[src/rtl/branch_redirect_unit.sv]
// Branch redirect unit: resolves execute-stage branches/jumps, computes the
// aligned redirect target and sequences the fetch redirect through a small
// IDLE -> REDIRECT -> SHADOW FSM with decode/execute flushes.
// Optional feature: define BRANCH_TAKEN_COUNT_EN to enable the saturating
// count of accepted redirects on TakenCount; otherwise TakenCount is tied to 0.
module branch_redirect_unit #(
    parameter int unsigned PC_W  = 9,
    parameter int unsigned CNT_W = 16
) (
    input  logic             clk,
    input  logic             rst,
    input  logic             BranchE,
    input  logic             JumpE,
    input  logic [1:0]       BranchCondE,
    input  logic             ZeroE,
    input  logic             NegE,
    input  logic [PC_W-1:0]  PCE,
    input  logic [PC_W-1:0]  ImmExtE,
    input  logic             StallF,
    output logic             PCSrcE,
    output logic [PC_W-1:0]  PCTargetE,
    output logic             FlushD,
    output logic             FlushE,
    output logic [CNT_W-1:0] TakenCount
);

    typedef enum logic [1:0] {
        StIdle,
        StRedirect,
        StShadow
    } state_e;

    state_e          state_q, state_d;
    logic [PC_W-1:0] target_q, target_d;

    logic            cond_true;
    logic            taken;
    logic [PC_W-1:0] target_sum;
    logic [PC_W-1:0] target_calc;

    // Evaluate the branch condition from the ALU flags.
    always_comb begin
        cond_true = 1'b0;
        unique case (BranchCondE)
            2'b00:   cond_true = ZeroE;
            2'b01:   cond_true = ~ZeroE;
            2'b10:   cond_true = NegE;
            2'b11:   cond_true = ~NegE;
            default: cond_true = 1'b0;
        endcase
    end

    // A jump is always taken, so it dominates any simultaneous branch.
    assign taken = JumpE | (BranchE & cond_true);

    // Target wraps modulo 2^PC_W and is forced word aligned.
    assign target_sum  = PCE + ImmExtE;
    assign target_calc = {target_sum[PC_W-1:2], 2'b00};

    // Next-state and output decode; outputs are Moore so reset clears them at once.
    always_comb begin
        state_d   = state_q;
        target_d  = target_q;
        PCSrcE    = 1'b0;
        FlushD    = 1'b0;
        FlushE    = 1'b0;
        PCTargetE = '0;
        case (state_q)
            StIdle: begin
                if (taken) begin
                    target_d = target_calc;
                    state_d  = StRedirect;
                end
            end
            StRedirect: begin
                // New branches here are wrong-path; the pending target is never replaced.
                PCSrcE    = 1'b1;
                FlushD    = 1'b1;
                FlushE    = 1'b1;
                PCTargetE = target_q;
                if (!StallF) begin
                    state_d = StShadow;
                end
            end
            StShadow: begin
                // The instruction in execute is wrong-path; ignore it for one cycle.
                state_d = StIdle;
            end
            default: begin
                state_d = StIdle;
            end
        endcase
    end

    // State and pending-target registers.
    always_ff @(posedge clk or negedge rst) begin
        if (!rst) begin
            state_q  <= StIdle;
            target_q <= '0;
        end else begin
            state_q  <= state_d;
            target_q <= target_d;
        end
    end

`ifdef BRANCH_TAKEN_COUNT_EN
    logic             accept;
    logic [CNT_W-1:0] count_q, count_d;

    // A redirect counts only when fetch actually takes it.
    assign accept = (state_q == StRedirect) && !StallF;

    // Saturating increment of the accepted-redirect count.
    always_comb begin
        count_d = count_q;
        if (accept && (count_q != {CNT_W{1'b1}})) begin
            count_d = count_q + 1'b1;
        end
    end

    // Counter register.
    always_ff @(posedge clk or negedge rst) begin
        if (!rst) begin
            count_q <= '0;
        end else begin
            count_q <= count_d;
        end
    end

    assign TakenCount = count_q;
`else
    assign TakenCount = '0;
`endif

endmodule
[config.mk]
export PLATFORM = sky130hd
export DESIGN_NAME = branch_redirect_unit
export DESIGN_NICKNAME = d
export VERILOG_FILES = /design/src/rtl/branch_redirect_unit.sv
export SDC_FILE = /design/constraint.sdc
export NUM_CORES = 1
export LEC_CHECK = 0
export BUFFER_PORTS_ARGS = -buffer_cell sky130_fd_sc_hd__buf_4
export CORE_MARGIN = 4
export CORE_UTILIZATION = 45
export CTS_BUF_LIST = sky130_fd_sc_hd__clkbuf_16
export DETAILED_ROUTE_END_ITERATION = 10
export HOLD_SLACK_MARGIN = 0.12
export MAX_ROUTING_LAYER = met4
export PLACE_DENSITY = 0.84
export RECOVER_POWER = 100
export SETUP_SLACK_MARGIN = 0.2
export SYNTH_ARGS = -nofsm -noshare
export SYNTH_HDL_FRONTEND = slang
export SYNTH_SLANG_ARGS = --single-unit
[constraint.sdc]
create_clock -name clk -period 2.1 [get_ports clk]
set_clock_uncertainty 0.1 [all_clocks]
set_input_delay 0.105 -clock clk [delete_from_list [all_inputs] [get_ports clk]]
set_output_delay 0.105 -clock clk [all_outputs]
set_load 0.01 [all_outputs]
Word-level counts from Yosys, hierarchy flattened
Cells that the tools add are included.
W data, S select, Z words.
{"block": "totals", "input_bits": 27, "latchBits": 0, "reg_bits": 9, "memories": 0, "ram_bits": 0, "mem_bits_ro": 0}
{"block": "classes", "n_shift": 0, "add_sub_neg": 1, "n_reduce_logical": 4, "muxes": 6, "magnitude_cmp": 0, "eq_ne": 6, "div_mod_pow": 0, "bitwise_logic": 4, "mul": 0}
{"op": "$add A9 B9 Y9", "count": 1}
{"op": "$mux W9", "count": 1}
{"op": "$eq A2 B1 Y1 const B", "count": 2}
{"op": "$eq A2 B2 Y1 const B", "count": 2}
{"op": "$logic_not A2 Y1", "count": 2}
{"op": "$mux W2", "count": 2}
{"op": "$ne A2 B2 Y1 const B", "count": 2}
{"op": "$pmux W1 S4", "count": 1}
{"op": "$pmux W2 S2", "count": 1}
{"op": "$reduce_and A2 Y1", "count": 2}
{"op": "$not A1 Y1", "count": 2}
{"op": "$and A1 B1 Y1", "count": 1}
{"op": "$mux W1", "count": 1}
{"op": "$or A1 B1 Y1", "count": 1}

Longest topological paths before layout
Gate-level depths: netlist of the first run.
{"block": "depth", "depth_word": 6, "depth_mapped": 6}

Worst setup path before layout of the first run
Ideal clock, no wire load.
{"block": "synth_timing", "path_type": "input port to flip-flop", "startpoint": "input PCE[1]", "endpoint": "register target_q[7]", "required_time_ns": 1.875, "path_slack_ns": 0.592, "n_path_buf": 0, "setup_time_ns": 0.125, "arrival_ns": 1.284, "cell_stages": 6, "cell_sequence": "ha_1 > a31oi_4 > a22oi_4 > a41oi_2 > xnor2_1 > mux2_2"}
{"block": "synth_via", "elab_chain_len": 1}
{"element": "start, declared", "line": "17", "text": "input logic [PC_W-1:0] PCE,"}
{"element": "$add A9 B9 Y9", "line": "57", "text": "assign target_sum = PCE + ImmExtE;"}
{"element": "end signal, assigned", "line": "102", "text": "target_q <= target_d;"}
{"element": "end, declared", "line": "34", "text": "logic [PC_W-1:0] target_q, target_d;"}
No other way between the ends.
A chain may end at the register's enable or synchronous reset.

Worst setup path after layout of the first run
{"block": "layout_timing", "startpoint": "input PCE[1]", "endpoint": "register target_q[8]"}
Same word-level chain as after synthesis.

==> results.cfg, run 1 <==
[synth]
syn_avg_cell_area_sq_um = 10.3
yosysTopAreaCellShare_pct = 26.0
ys_warn_count = 0
synthDistinctLibCells = 27
netlist_instances = 84
synth_area_leaders = dfrtp_1 (26%), buf_4 (17%), ha_1 (10%)
yosys.area_share.simple_pct = 10.8
synth_compound_area_share_pct = 14.6
synth_area_sq_um = 866
yosys.area_share.xor_xnor_pct = 9.10
synth-adder-area-share_pct = 10.1
synth_top_family_by_area = buffers and inverters
yosys-mux-area-fraction_pct = 10.3
synth_seq_cells = 9
ys_seq_area_share_pct = 26.0
yosysTopAreaCell = dfrtp_1

[route]
wl_met3_um = 172
firstDrtPassIters = 4
wl_per_cell_um = 11.8
routed_via_density = 4.56
wl_met2_um = 961
ant_nets = 0
drc = 0
drtIter0Drc = 3
via_count = 671
highest_layer = met3
routed_wl_um = 1730
met1_length_um = 596

[worst_setup_path]
crit_family = compound AO/OA/AOI/OAI gates
crit_fanout = 5
endpoint_kind = register
slowest_stage = a211oi_1
crit_path_max_incr_delay_ns = 0.33
crit_required_ns = 2.11
path_buf_inv = 1
critPathKind = in -> reg
timing.critical_path.cells = buf_4, ha_1, a31oi_1, a22oi_1, a211oi_1, xnor2_1, mux2_2
crit_arrival_ns = 1.70
start_kind = input pin

[floorplan]
dieHeight_um = 51.9
start_util_pct = 48.6
die_w_um = 51.9
rows = 15
core_sq_mm = 0.00178
dieArea_sq_mm = 0.00269
ios = 55

[pwr]
ir_drop_v = 0.000597
power_mw = 1.14
p_per_area_mw_per_mm2 = 1030
power_leakage_nw = 0.558

[cells_and_area]
syn_to_final_growth_pct = 28.8
antennaDiodeCount = 0
drive_gt1_share_pct = 35.2
fillers = 158
fin_area_sq_mm = 0.00111
final_nets = 157

[cts]
root_buffer = clkbuf_16
cts_tree = built
cts.sinks = 9
ctsHtreeMaxLevel = 1
cts_buffers = 3
clk_pin_slew_worst_paths_ns = 0.04
cts_buffer_depth = 2
insertion_delay_ns = 0.23
cts_setup_buffers = 0

[min_path]
hold_class = in -> reg

[timing]
rsz0062_at_grt = false
fin_crit_sh_pct = 80.1
fin_tns_setup_ns = 0
hold_viol = 0
setup_viol = 0
period_needed_ns = 1.68
report.final.slew_viol_count = 0
fmax_mhz = 595

[place]
postPlaceCellArea_sq_mm = 0.00108
post-dp-hpwl_um = 1450
portBuffers = 36
place.gp.congestion = 0.649

[grt]
grt_pass1_wl_um = 2820
antenna_found_initial = 0
grt_use_total_pct = 14.6
grt_max_degree = 13
grt_pass1_vias = 693
grt_overflow = 0

[job]
drv_cap = 0

[run_status]
status = complete, no violations
-- worst paths after layout --
check	startpoint	to	slack, ns	depth (start not counted)
setup reg to reg	state_q[0]	target_q[6]	0.71	2
min in group asynchronous	rst	target_q[8]	0.25	2
max in group asynchronous	rst	state_q[1]	1.32	2
setup / recovery	PCE[1]	target_q[8]	0.42	7
hold / removal	PCE[8]	target_q[8]	0.23	4
hold reg to reg	target_q[6]	target_q[6]	0.39	1
-- final cells by class --
cell class	count	area (sq um)	area share, %
Multi-Input combinational cell	69	504	45.2
Timing Repair Buffer	38	268	24.0
Sequential cell	9	225	20.2
Clock buffer	3	75.1	6.73
Tap cell	25	31.3	2.81
Inverter	2	7.51	0.673
Clock inverter	1	3.75	0.337
-- what timing repair did --
item,4_1_cts,5_1_grt
gates resized for setup,0,1
endpoints found under the setup margin,0,5
endpoints found under the hold margin,11,0
hold buffers,2,0
-- per-stage QoR --
step	std cells	hold slack, ns	util [%]	setup slack [ns]
after detailed placement	141	-0.167	60.4	0.373
final	147	0.225	62.5	0.419
after CTS	147	0.132	66.0	0.343
after floorplan	101	-0.291	-	0.592
after global placement	141	-0.170	60.4	0.415
after global routing	147	0.250	62.5	0.322
-- flip-flops by register name (all words and copies together), names as in the netlist --
signal    count
state_q       2
target_q      7
-- layout by cell type (no fill, tap or decap), types with 3 or more instances in the layout --
master      n
mux2_2      7
conb_1     18
clkbuf_16   3
inv_1       3
dfrtp_1     9
a21oi_1     4
buf_4      30
ha_1        7
xnor2_1     7
clkbuf_1    6
and2_0      5
-- power breakdown --
group	internal, mW	total, mW	switching [mW]
registers	0.260	0.307	0.0464
logic	0.272	0.512	0.240
clock network	0.248	0.326	0.0774
total	0.780	1.14	0.364
-- worst reg2reg max path: stages, from the launching register on --
cell	delay, ns
dfrtp_1	0.39
nor3_4	0.40
mux2_2	0.38
-- cells in the mapped netlist --
cell type	count
dfrtp_1	9
conb_1	1
and4_1	1
o21ai_1	1
mux2_2	7
inv_1	2
nor3_4	1
and2_1	7
nand2_1	1
mux2i_1	1
clkbuf_1	1
a211oi_2	1
a21o_2	1
a21boi_0	1
a21oi_1	4
nor2b_1	2
nand3_1	1
a41oi_2	1
a22oi_4	1
a31oi_4	1
a21o_1	1
nor2_1	1
xor2_1	2
xnor2_1	7
buf_4	20
a31oi_1	1
ha_1	7
-- metal layers --
layer | vias up | track usage, %
li1 | 329 | -
met1 | 301 | 15.1
met2 | 41 | 26.8
met3 | 0 | 4.30
met4 | 0 | 3.93
met5 | - | -
-- kinds of logic after synthesis --
family / after synthesis
DFF: 9
xor gates and xnor gates: 9
muxes: 8
other: 1
buffers and inverters: 23
adders and majority gates: 7
and+or+nand+nor: 14
AOI/OAI and AO/OA: 13
Note: power is estimated with default switching activity, not from simulation.
==> inputs of run 2 (changes only) <==
- CORE_ASPECT_RATIO: default -> 0.6
- CORE_UTILIZATION: 45 -> 38
- PLACE_DENSITY: 0.84 -> 0.76
- clock period: 2.1 -> 1.5 ns (I/O delays scaled with it)
==> results.cfg, run 2 (synthesis results as in run 1) <==
[place]
portBuffers = 36
place.gp.congestion = 0.842
post-dp-hpwl_um = 1660
dpl_worst_slack_ns = -0.120

[floorplan]
dieHeight_um = 45.0
core_sq_mm = 0.00216
start_util_pct = 40.0
dieArea_sq_mm = 0.00313
die_w_um = 69.6
ios = 55
rows = 13

[route]
wl_per_cell_um = 13.0
routed_wl_um = 2130
firstDrtPassIters = 4
ant_nets = 0
routed_via_density = 4.48
via_count = 735
drc = 0
drtIter0Drc = 12

[cells_and_area]
most-common-layout-cells = buf_4 (34), conb_1 (18), buf_6 (8), dfrtp_1 (8), xnor2_1 (7)
top_regs = target_q: 7 flops, state_q: 2 flops
antennaDiodeCount = 0
layout_commonest_cell = buf_4
register_area_sq_um = 226
final_nets = 169
multiInputGateArea_sq_um = 646
largest_register_ffs = 7
fillers = 173
top_register = target_q
drive_gt1_share_pct = 52.2
syn_to_final_growth_pct = 62.1

[timing]
fmax_mhz = 735
period_needed_ns = 1.36
worst_pin_slew_ns = 0.536
rsz0062_at_grt = true
fin_crit_sh_pct = 90.7
report.final.slew_viol_count = 0
hold-worst-slack_ns = 0.210
setup_slack_ns = 0.140
fin_tns_setup_ns = 0
hold_viol = 0
setup_viol = 0
relSlewSlack_pct = 64.3

[worst_setup_path]
path_buf_inv = 1
timing.critical_path.from = state_q[0]
endpoint_kind = register
critPathKind = reg -> reg
slowest_stage = dfrtp_1
reg2reg_from = state_q[0]
crit_family = flip-flops
crit_arrival_ns = 1.37
crit_required_ns = 1.51
start_kind = register
crit_path_max_incr_delay_ns = 0.41
timing.critical_path.cells = nor3_4, buf_4, mux2_1
crit_fanout = 3

[cts]
cts_buffers = 3
cts.sinks = 9
ctsHtreeMaxLevel = 1
cts_tree = built
cts_buffer_depth = 2
clk_pin_slew_worst_paths_ns = 0.04
root_buffer = clkbuf_16
insertion_delay_ns = 0.24

[min_path]
hold_class = in -> reg
hold_start = PCE[8]

[grt]
grt_overflow = 0
antenna_found_initial = 0
grt_pass1_wl_um = 3530
grt_use_total_pct = 15.1
grt_max_degree = 10
grt_pass1_vias = 789

[pwr]
power_mw = 1.99
ir_drop_v = 0.000521
power_leakage_nw = 0.671
p_per_area_mw_per_mm2 = 1410

[run_status]
status = complete, no violations

[job]
drv_cap = 0
## run 2: final cells by class
cell class                      count  share of cell area (%)
Inverter                            2                   0.535
Clock buffer                        3                    5.35
Tap cell                           30                    2.67
Clock inverter                      1                   0.267
Sequential cell                     9                    16.1
Timing Repair Buffer               49                    29.1
Multi-Input combinational cell     70                    46.0
## run 2: where the power goes
group	total [mW]	internal [mW]	switching, mW
Sequential	0.448	0.366	0.0825
Clock	0.470	0.349	0.121
Combinational	1.07	0.657	0.410
Total	1.99	1.37	0.613
## run 2: worst min-delay path: cells and delay by family
| kind | cells | cell delay, ns |
|---|---|---|
| buffers and inverters | 1 | 0.08 |
| multiplexers | 1 | 0.13 |
| XOR/XNOR | 2 | 0.23 |
## run 2: final timing paths
kind                          endpoint  slack (ns)  cells past startpoint
min in group asynchronous  target_q[4]        0.23                      2
hold reg to reg            target_q[3]        0.37                      1
setup reg to reg           target_q[3]        0.14                      3
hold / removal             target_q[8]        0.21                      4
setup / recovery           target_q[3]        0.14                      3
max in group asynchronous   state_q[1]        0.68                      2
## run 2: layer usage
layer  part of all wire, %  global-route usage, %  up-vias
met5                     0                      -        -
met4                   1.2                   5.73        0
met3                   8.6                   5.78        4
met2                    51                   28.2       34
met1                    39                   14.7      347
li1                      -                      -      350
## run 2: through the flow
| step | instances | area [sq um] | util [%] |
|---|---|---|---|
| after CTS | 165 | 1420 | 65.8 |
| after global placement | 155 | 1220 | 56.4 |
| after floorplan | 101 | 986 | - |
| after global routing | 164 | 1400 | 64.9 |
| final | 164 | 1400 | 64.9 |
| after detailed placement | 155 | 1220 | 56.4 |
## run 2: repair_timing
action	in CTS	in global routing
cloned	1	0
setup endpoints to repair	18	26
gates resized for setup	16	7
hold buffers	3	0
pin swaps	8	8
hold endpoints to repair	11	0
buffers inserted	2	0
